$ cat config.mk
export PLATFORM = sky130hd
export DESIGN_NAME = buzz_sched
export DESIGN_NICKNAME = d
export VERILOG_FILES = /design/src/rtl/buzz_pkg.sv /design/src/rtl/buzz_tone_gen.sv /design/src/rtl/buzz_sched.sv
export SDC_FILE = /design/constraint.sdc
export NUM_CORES = 1
export LEC_CHECK = 0
export CAP_MARGIN = 15
export CELL_PAD_IN_SITES_DETAIL_PLACEMENT = 0
export CELL_PAD_IN_SITES_GLOBAL_PLACEMENT = 2
export CORE_MARGIN = 4
export CORE_UTILIZATION = 41
export CTS_BUF_LIST = sky130_fd_sc_hd__clkbuf_16
export DETAILED_ROUTE_END_ITERATION = 8
export DONT_BUFFER_PORTS = 1
export GPL_TIMING_DRIVEN = 0
export PLACE_DENSITY_LB_ADDON = 0.1
export SLEW_MARGIN = 25
export SYNTH_ARGS = -nofsm -noshare
export SYNTH_HDL_FRONTEND = slang
export SYNTH_SLANG_ARGS = --single-unit
$ cat constraint.sdc
create_clock -name hwclk -period 4.6 [get_ports hwclk]
set_clock_uncertainty 0.2 [all_clocks]
set_input_delay 0.23 -clock hwclk [delete_from_list [all_inputs] [get_ports hwclk]]
set_output_delay 0.23 -clock hwclk [all_outputs]
set_load 0.03 [all_outputs]
$ cat src/rtl/buzz_pkg.sv
// Shared constants for the buzzer scheduler: source indices, FSM states,
// melody tables and halfperiod helpers.
package buzz_pkg;

  localparam int unsigned SRC_W      = 3;
  localparam int unsigned HP_W       = 24;
  localparam int unsigned TONE_CNT_W = 25;
  localparam int unsigned IDX_W      = 2;
  localparam int unsigned ENTRY_W    = 8;
  localparam int unsigned CNT_W      = 32;

  localparam int unsigned SRC_KEY    = 0;
  localparam int unsigned SRC_ACCEPT = 1;
  localparam int unsigned SRC_REJECT = 2;

  localparam logic [ENTRY_W-1:0] HP_REST = 8'd0;

  typedef enum logic [1:0] {
    ST_IDLE = 2'd0,
    ST_PLAY = 2'd1,
    ST_GAP  = 2'd2
  } state_e;

  // Indexed [source]; first listed element is the highest index.
  localparam logic [2:0][IDX_W-1:0] PAT_LEN = {2'd3, 2'd3, 2'd1};

  // Indexed [source][note]; unused key slots are rests.
  localparam logic [2:0][2:0][ENTRY_W-1:0] PAT_HP = {
    {8'd120, HP_REST, 8'd120},
    {8'd40,  8'd47,   8'd60},
    {HP_REST, HP_REST, 8'd47}
  };

  function automatic logic [ENTRY_W-1:0] pat_entry(input logic [1:0] src,
                                                   input logic [IDX_W-1:0] idx);
    if ((src > 2'd2) || (idx > 2'd2)) return HP_REST;
    return PAT_HP[src][idx];
  endfunction

  function automatic logic [IDX_W-1:0] pat_last(input logic [1:0] src);
    if (src > 2'd2) return 2'd0;
    return PAT_LEN[src] - 2'd1;
  endfunction

  // Table entry shifted left, clamped to the largest 24-bit halfperiod.
  function automatic logic [HP_W-1:0] sat_hp(input logic [ENTRY_W-1:0] e,
                                             input int unsigned sh);
    logic [31:0] wide;
    if (e == HP_REST) return '0;
    if (sh >= 32'd24) return '1;
    wide = 32'(e) << sh;
    if (wide[31:24] != 8'd0) return '1;
    return wide[HP_W-1:0];
  endfunction

endpackage

$ cat src/rtl/buzz_tone_gen.sv
// Square-wave generator: high for hp clocks, low for hp clocks, restarted on
// every load; a halfperiod of zero keeps the output silent.
module buzz_tone_gen
  import buzz_pkg::*;
(
  input  logic            hwclk,
  input  logic            hwrst_n,
  input  logic            load,
  input  logic [HP_W-1:0] hp,
  output logic            buzz
);

  logic [HP_W-1:0]       hp_q, hp_d;
  logic [TONE_CNT_W-1:0] cnt_q, cnt_d;
  logic [TONE_CNT_W-1:0] wrap_c;
  logic                  buzz_q, buzz_d;

  always_comb begin
    hp_d   = load ? hp : hp_q;
    wrap_c = {hp_q, 1'b0} - TONE_CNT_W'(1);
    if (load || (hp_q == '0) || (cnt_q == wrap_c)) begin
      cnt_d = '0;
    end else begin
      cnt_d = cnt_q + TONE_CNT_W'(1);
    end
    // Computed from next-state values so buzz lines up with the counter.
    buzz_d = (cnt_d < {1'b0, hp_d}) && (hp_d != '0);
  end

  always_ff @(posedge hwclk or negedge hwrst_n) begin
    if (!hwrst_n) begin
      hp_q   <= '0;
      cnt_q  <= '0;
      buzz_q <= 1'b0;
    end else begin
      hp_q   <= hp_d;
      cnt_q  <= cnt_d;
      buzz_q <= buzz_d;
    end
  end

  assign buzz = buzz_q;

endmodule

$ cat src/rtl/buzz_sched.sv
// Buzzer pattern scheduler: latches key/accept/reject requests, plays the
// highest-priority melody note by note. BUZZ_PREEMPT_EN enables abort on a
// higher-priority request.
module buzz_sched
  import buzz_pkg::*;
#(
  parameter int unsigned NOTE_CYC = 6_000_000,
  parameter int unsigned GAP_CYC  = 600_000,
  parameter int unsigned HP_SHIFT = 0
) (
  input  logic             hwclk,
  input  logic             hwrst_n,
  input  logic [SRC_W-1:0] req,
  output logic             buzz,
  output logic             busy,
  output logic [SRC_W-1:0] gnt,
  output logic             done
);

  localparam logic [CNT_W-1:0] NOTE_LAST = CNT_W'(NOTE_CYC - 1);
  localparam logic [CNT_W-1:0] GAP_LAST  = CNT_W'(GAP_CYC - 1);

  state_e             state_q, state_d;
  logic [SRC_W-1:0]   pend_q, pend_d;
  logic [1:0]         src_q, src_d;
  logic [IDX_W-1:0]   idx_q, idx_d;
  logic [CNT_W-1:0]   cnt_q, cnt_d;
  logic [SRC_W-1:0]   gnt_q, gnt_d;
  logic               done_q, done_d;
  logic               busy_q, busy_d;
  logic [1:0]         sel_c;
  logic [IDX_W-1:0]   next_idx_c;
  logic               start_c;
  logic               load_c;
  logic [HP_W-1:0]    hp_c;

  // Fixed priority: reject > accept > key.
  always_comb begin
    sel_c = 2'(SRC_KEY);
    if (pend_q[SRC_ACCEPT]) sel_c = 2'(SRC_ACCEPT);
    if (pend_q[SRC_REJECT]) sel_c = 2'(SRC_REJECT);
  end

  always_comb begin
    state_d    = state_q;
    pend_d     = pend_q | req;
    src_d      = src_q;
    idx_d      = idx_q;
    cnt_d      = cnt_q;
    gnt_d      = '0;
    done_d     = 1'b0;
    load_c     = 1'b0;
    hp_c       = '0;
    start_c    = 1'b0;
    next_idx_c = idx_q + 2'd1;

    unique case (state_q)
      ST_IDLE: start_c = |pend_q;
      ST_PLAY: begin
        if (cnt_q == NOTE_LAST) begin
          state_d = ST_GAP;
          cnt_d   = '0;
          load_c  = 1'b1;
        end else begin
          cnt_d = cnt_q + 32'd1;
        end
      end
      ST_GAP: begin
        if (cnt_q == GAP_LAST) begin
          cnt_d = '0;
          if (idx_q == pat_last(src_q)) begin
            state_d = ST_IDLE;
            done_d  = 1'b1;
          end else begin
            state_d = ST_PLAY;
            idx_d   = next_idx_c;
            load_c  = 1'b1;
            hp_c    = sat_hp(pat_entry(src_q, next_idx_c), HP_SHIFT);
          end
        end else begin
          cnt_d = cnt_q + 32'd1;
        end
      end
      default: state_d = ST_IDLE;
    endcase

`ifdef BUZZ_PREEMPT_EN
    if ((state_q != ST_IDLE) && (|pend_q) && (sel_c > src_q)) start_c = 1'b1;
`endif

    // Pattern start; a same-edge request from the granted source is absorbed.
    if (start_c) begin
      state_d = ST_PLAY;
      src_d   = sel_c;
      idx_d   = '0;
      cnt_d   = '0;
      gnt_d   = 3'(1) << sel_c;
      pend_d  = (pend_q | req) & ~gnt_d;
      done_d  = 1'b0;
      load_c  = 1'b1;
      hp_c    = sat_hp(pat_entry(sel_c, 2'd0), HP_SHIFT);
    end

    busy_d = (state_d != ST_IDLE);
  end

  always_ff @(posedge hwclk or negedge hwrst_n) begin
    if (!hwrst_n) begin
      state_q <= ST_IDLE;
      pend_q  <= '0;
      src_q   <= '0;
      idx_q   <= '0;
      cnt_q   <= '0;
      gnt_q   <= '0;
      done_q  <= 1'b0;
      busy_q  <= 1'b0;
    end else begin
      state_q <= state_d;
      pend_q  <= pend_d;
      src_q   <= src_d;
      idx_q   <= idx_d;
      cnt_q   <= cnt_d;
      gnt_q   <= gnt_d;
      done_q  <= done_d;
      busy_q  <= busy_d;
    end
  end

  buzz_tone_gen u_tone (
    .hwclk   (hwclk),
    .hwrst_n (hwrst_n),
    .load    (load_c),
    .hp      (hp_c),
    .buzz    (buzz)
  );

  assign busy = busy_q;
  assign gnt  = gnt_q;
  assign done = done_q;

endmodule

Word-level counts from Yosys, hierarchy flattened
Index checks and enable logic that the tools add are counted.
- bits in registers: 96
- bits of input ports: 5
- output and inout bits: 6
- logic and storage cells: 129
- $add $sub $neg: 5
- $lt $le $gt $ge: 7
- equal/unequal tests: 7
- shift-type cells: 1
- muxes and demuxes: 80
- bitwise operators: 3
- reduce and logical (&&, ||, !) cells: 15
- operators with widths (operator ; number):
    24-bit 2-to-1 mux ; 12
    24-bit binary-select mux with 2-bit select ; 2
    32-bit 2-to-1 mux ; 3
    8-bit 2-to-1 mux ; 10
    32-bit case mux with 2 select lines ; 1
    32-bit by 1-bit adder with 32-bit output (second input constant) ; 1
    32-bit by 20-bit equality test with 1-bit output (second input constant) ; 1
    32-bit by 23-bit equality test with 1-bit output (second input constant) ; 1
    1-bit 2-to-1 mux ; 32
    2-bit 2-to-1 mux ; 13
    25-bit by 1-bit adder with 25-bit output (second input constant) ; 1
    25-bit equality test ; 1
    25-bit by 24-bit < comparator with 1-bit output ; 1
    25-bit 2-to-1 mux ; 1
    25-bit by 1-bit subtractor with 25-bit output (second input constant) ; 1
    24-bit logical NOT ; 1
    24-bit nonzero test ; 1
    8-bit binary-select mux with 2-bit select ; 1
    8-bit logical NOT ; 2
    2-bit by 3-bit < comparator with 1-bit output (second input constant) ; 3
    2-bit greater-than comparator (second input constant) ; 3
    3-bit 2-to-1 mux ; 2
    2-bit case mux with 3 select lines ; 1
    2-bit nonzero test ; 3
    other kinds (18) ; 20

Depth between registers and ports, before layout
- depth after elaboration: 33
- mapped depth: 21
- mapped depth without buffers: 19

By module
From an unflattened synthesis, not the netlist that was laid out.
- cell total of the unflattened synthesis: 702
- area, all modules: 6535.0 sq um
- modules (own cells, without submodules) (module ; times used ; cells each ; area an instance (sq um) ; seq. area each (sq um)):
    buzz_tone_gen ; 1 ; 397 ; 3709.8 ; 1251.2
    buzz_sched ; 1 ; 305 ; 2825.2 ; 1151.1

Worst setup path after synthesis
OpenSTA, ideal clock, no wires.
- kind: register -> register
- start: register u_tone.hp_q[0]
- end: register u_tone.buzz_q, in the netlist u_tone.buzz
- setup time: 0.065 ns
- arrival: 3.895 ns
- required time: 4.335 ns
- path slack: 0.440 ns
- cell stages (with the launch flop): 22
- path buffers: 2
- clock period less this slack: 4.160 ns
- cell sequence: dfrtp_1 -> inv_1 -> ha_1 -> clkbuf_1 -> nor4b_4 -> nand4_2 -> nor3_1 -> nor2_1 -> a221o_1 -> a22oi_1 -> a41o_2 -> buf_6 -> nor2_1 -> ha_1 -> a21o_1 -> a21o_1 -> a21oi_1 -> o21ai_0 -> a21oi_1 -> o211ai_1 -> a41oi_1 -> o211a_1
- longest elaborated chain between the ends: 6
- elaborated cells between the ends (all ways): 10
- classes of those cells: 1 x add/sub; 1 x order compare; 1 x eq/ne; 2 x mux; 5 x reduce/logical
- ends and longest elaborated chain (item ; RTL line ; text):
    from (decl) ; buzz_tone_gen.sv:13 ; logic [HP_W-1:0] hp_q, hp_d;
    from (signal assigned) ; buzz_tone_gen.sv:36 ; hp_q <= hp_d;
    25-bit by 1-bit subtractor with 25-bit output / 24-bit logical NOT (equally long branches) ; buzz_tone_gen.sv:20, buzz_tone_gen.sv:21 ;
    25-bit equality test / 1-bit logical OR (equally long branches) ; buzz_tone_gen.sv:21 ; if (load || (hp_q == '0) || (cnt_q == wrap_c)) begin
    1-bit logical OR * ; buzz_tone_gen.sv:21 ;
    25-bit 2-to-1 mux * ; buzz_tone_gen.sv:21 ;
    named net u_tone.cnt_d[14] ; buzz_tone_gen.sv:14 ; logic [TONE_CNT_W-1:0] cnt_q, cnt_d;
    25-bit by 24-bit < comparator with 1-bit output * ; buzz_tone_gen.sv:27 ; buzz_d = (cnt_d < {1'b0, hp_d}) && (hp_d != '0);
    1-bit logical AND * ; buzz_tone_gen.sv:27 ;
    named net u_tone.buzz_d ; buzz_tone_gen.sv:16 ; logic buzz_q, buzz_d;
    to (signal assigned) ; buzz_tone_gen.sv:38 ; buzz_q <= buzz_d;
    to (decl) ; buzz_tone_gen.sv:16 ;
Mark *: on every way through the listed nets, which the timed path passes. The rest lies on a longest branch.
A chain may end at the register's enable or synchronous reset.

Worst setup path in the final report
Same ends and word-level chain as after synthesis.

==> impl_metrics.yaml <==
critical_path:
  crit_arrival_ns: 4.49
  cp-start-kind: "flop"
  worstSetupEndpointType: "flop"
  critPathLaunch: "u_tone.hp_q[0]"
  crit_fanout: 5
  crit_required_ns: 4.69
  r2r-start: "u_tone.hp_q[0]"
  critical_path_class: "reg -> reg"
yosys:
  synth_flop_cell: "dfrtp_1"
  yosysWarnings: 0
  syn_area_per_cell_um2: 9.03
  synth_edf_count: 0
  synthesis.area_um2: 6090
  yosysSeqAreaShare_pct: 39.4
  syn_inst: 675
  yosys_register_bits: 96
  async_flop_share_pct: 100
  postSynthNetCount: 716
  synth.distinct_cells: 66
placement:
  port-buffer-count: 0
  place.gp.congestion: 0.814
  dp_hpwl_um: 10800
layout:
  antennaDiodeCount: 0
  layout_common_cells: "dfrtp_1, nor2_1, nand2_1"
  postLayoutCoreUtil_pct: 48.2
  nets: 756
  nFillCells: 1421
  area_growth_pct: 15.0
  drive_gt1_share_pct: 14.0
  final_common_cell: "dfrtp_1"
timing:
  drv_slew: 0
  post-route-period-util_pct: 95.8
  setup_violations: 0
  max_freq_mhz: 227
  worst_pin_slew_ns: 0.881
  relSlewSlack_pct: 40.8
  finalCriticalPeriod_ns: 4.41
  hold_violations: 0
cts:
  clk_pin_slew_ns: 0.07
  cts.sinks: 96
  cts_buffers: 9
  cts_tree: "done"
  ctsRootBufferMaster: "clkbuf_16"
  clk_path_buf_depth: 2
  clkLatencyLatePin_ns: 0.35
  htreeDepth: 3
global_routing:
  grt_pass1_wl_um: 25300
  grt_pass1_vias: 4931
  antenna_found_initial: 0
  use_met2_pct: 31.8
  grt_max_degree: 97
  grt_use_met3_pct: 2.37
  grt_overflow_total: 0
  track_usage_pct: 19.2
  gr-usage-met1_pct: 25.4
  busiest_layer: "met2"
detailed_routing:
  vias: 4868
  drtIter0Drc: 227
  totalWireLength_um: 15100
  wire_per_inst_um: 16.7
  route.detailed.drc: 0
  firstDrtPassIters: 4
  vias_per_cell: 5.38
  postRouteAntennaNets: 0
floorplan:
  ios: 11
  rows: 44
  chipHeight_um: 130
  initial_core_util_pct: 41.9
  die-width_um: 130
  core_um2: 14500
  dieArea_um2: 16900
power:
  peakVddDrop_v: 0.000245
  power_switching_w: 0.00109
  p_per_area_nw_per_um2: 407
  comb_power_share_pct: 38.2
  power_w: 0.00285
  p_clk_share_pct: 24.7
  seq_power_share_pct: 37.2
  internal_power_w: 0.00176
  swShare_pct: 38.3
  power.leakage_nw: 3.29
run:
  maxCapViolCount: 0
run_status:
  status: "finished, final reports clean"
hold_path:
  hp-class: "in -> async"
[sequential cells by signal (all words and copies together), names as in the netlist]
name / flops
done: 1
u_tone.cnt_q: 25
pend_q: 3
u_tone.hp_q: 24
src_q: 2
idx_q: 2
gnt: 3
state_q: 2
cnt_q: 32
u_tone.buzz: 1
busy: 1
[layer usage]
metal,part of all wire [%],up-vias
met3,2.2,26
met5,0,-
met2,49,58
li1,-,2444
met4,2.5,0
met1,46,2340
[kinds of logic (layout without fill, tap and decap cells)]
kind of cell / Yosys count / after routing / share of synthesized area [%]
simple gates: 291 / 291 / 25.8
compound gates: 102 / 102 / 10.8
flops: 96 / 96 / 39.4
xor+xnor: 74 / 74 / 10.6
buf+inv: 68 / 113 / 4.60
fa+ha+maj: 36 / 36 / 7.39
mux: 8 / 8 / 1.40
[through the flow]
| stage | std cells | area (um^2) | setup WS, ns | hold slack, ns | TNS, ns |
|---|---|---|---|---|---|
| after CTS | 883 | 6730 | 0.0461 | 0.272 | 0 |
| after detailed placement | 859 | 6320 | -0.532 | -0.263 | -0.532 |
| after global routing | 904 | 7010 | -0.0157 | 0.306 | -0.0157 |
| after floorplan | 675 | 6090 | 0.440 | -0.266 | 0 |
| after global placement | 859 | 6320 | -0.507 | -0.263 | -0.507 |
| final | 904 | 7010 | 0.195 | 0.250 | 0 |
[critical path, stage by stage, from the launching register on]
cell	delay, ns
dfrtp_2	0.41
buf_6	0.13
nor4_4	0.38
nand4_2	0.22
nor4_4	0.39
xnor2_1	0.11
a221o_1	0.35
a22oi_2	0.16
a41o_2	0.27
buf_8	0.14
nor2_1	0.07
ha_1	0.29
a21o_1	0.16
a21o_1	0.18
a21oi_2	0.16
o21ai_2	0.10
a21oi_2	0.12
o211ai_1	0.14
a41oi_2	0.19
o211a_1	0.19
[synth_stat cells (5+ instances only)]
cell	n	share of area (%)
a21o_1	8	0.99
or3_1	6	0.62
xnor2_1	30	4.3
a21oi_1	24	2.0
and3_1	10	1.0
nand3_1	32	2.6
nand2_1	68	4.2
clkbuf_1	12	0.74
nor2b_1	5	0.51
nor4_4	5	1.7
a31oi_1	5	0.51
xor2_1	44	6.3
ha_1	36	7.4
or2_2	5	0.51
o211ai_1	6	0.74
and4_1	5	0.72
nor3_1	12	0.99
buf_2	7	0.57
mux2i_1	6	0.99
dfrtp_1	96	39
inv_1	45	2.8
nor4_1	9	0.92
nand4_1	16	1.6
nor2_1	83	5.1
o21ai_0	27	2.2
nand2b_1	5	0.51
[what timing repair did]
| item | 4_1_cts | 5_1_grt |
|---|---|---|
| hold buffers | 5 | 0 |
| gates cloned | 0 | 2 |
| endpoints found under the hold margin | 99 | 0 |
| setup endpoints to repair | 1 | 1 |
| gates resized for setup | 12 | 27 |
| setup buffers | 4 | 19 |
| pin swaps | 1 | 23 |
[final timing paths]
kind | to | slack [ns] | cells past startpoint
setup / recovery | u_tone.buzz | 0.19 | 19
hold / removal | u_tone.cnt_q[4] | 0.25 | 2
setup reg to reg | u_tone.buzz | 0.19 | 19
hold reg to reg | cnt_q[3] | 0.31 | 1
max in group asynchronous | state_q[1] | 3.53 | 2
min in group hwclk | cnt_q[3] | 0.31 | 1
[power by group through the flow]
| stage | clock network [W] | registers [W] | logic, W |
|---|---|---|---|
| floorplan | 0 | 0.00106 | 0.000634 |
| detailed placement | 0 | 0.00109 | 0.000865 |
| CTS | 0.000730 | 0.00106 | 0.000951 |
| global route | 0.000764 | 0.00108 | 0.00122 |
| finish | 0.000704 | 0.00106 | 0.00109 |
| global placement | 0 | 0.00108 | 0.000855 |
[layout make-up]
type                    instances  area, um^2  share of cell area, %
flip-flops and latches         96        2400                   34.3
inverters                      45         169                   2.41
clock buffers                   9         225                   3.21
plain buffers                  22         126                   1.80
multi-input cells             511        3520                   50.2
repair buffers                 30         298                   4.25
clock inverters                 7        38.8                  0.553
well taps                     184         230                   3.28
Power figures use the tool's default switching activity.
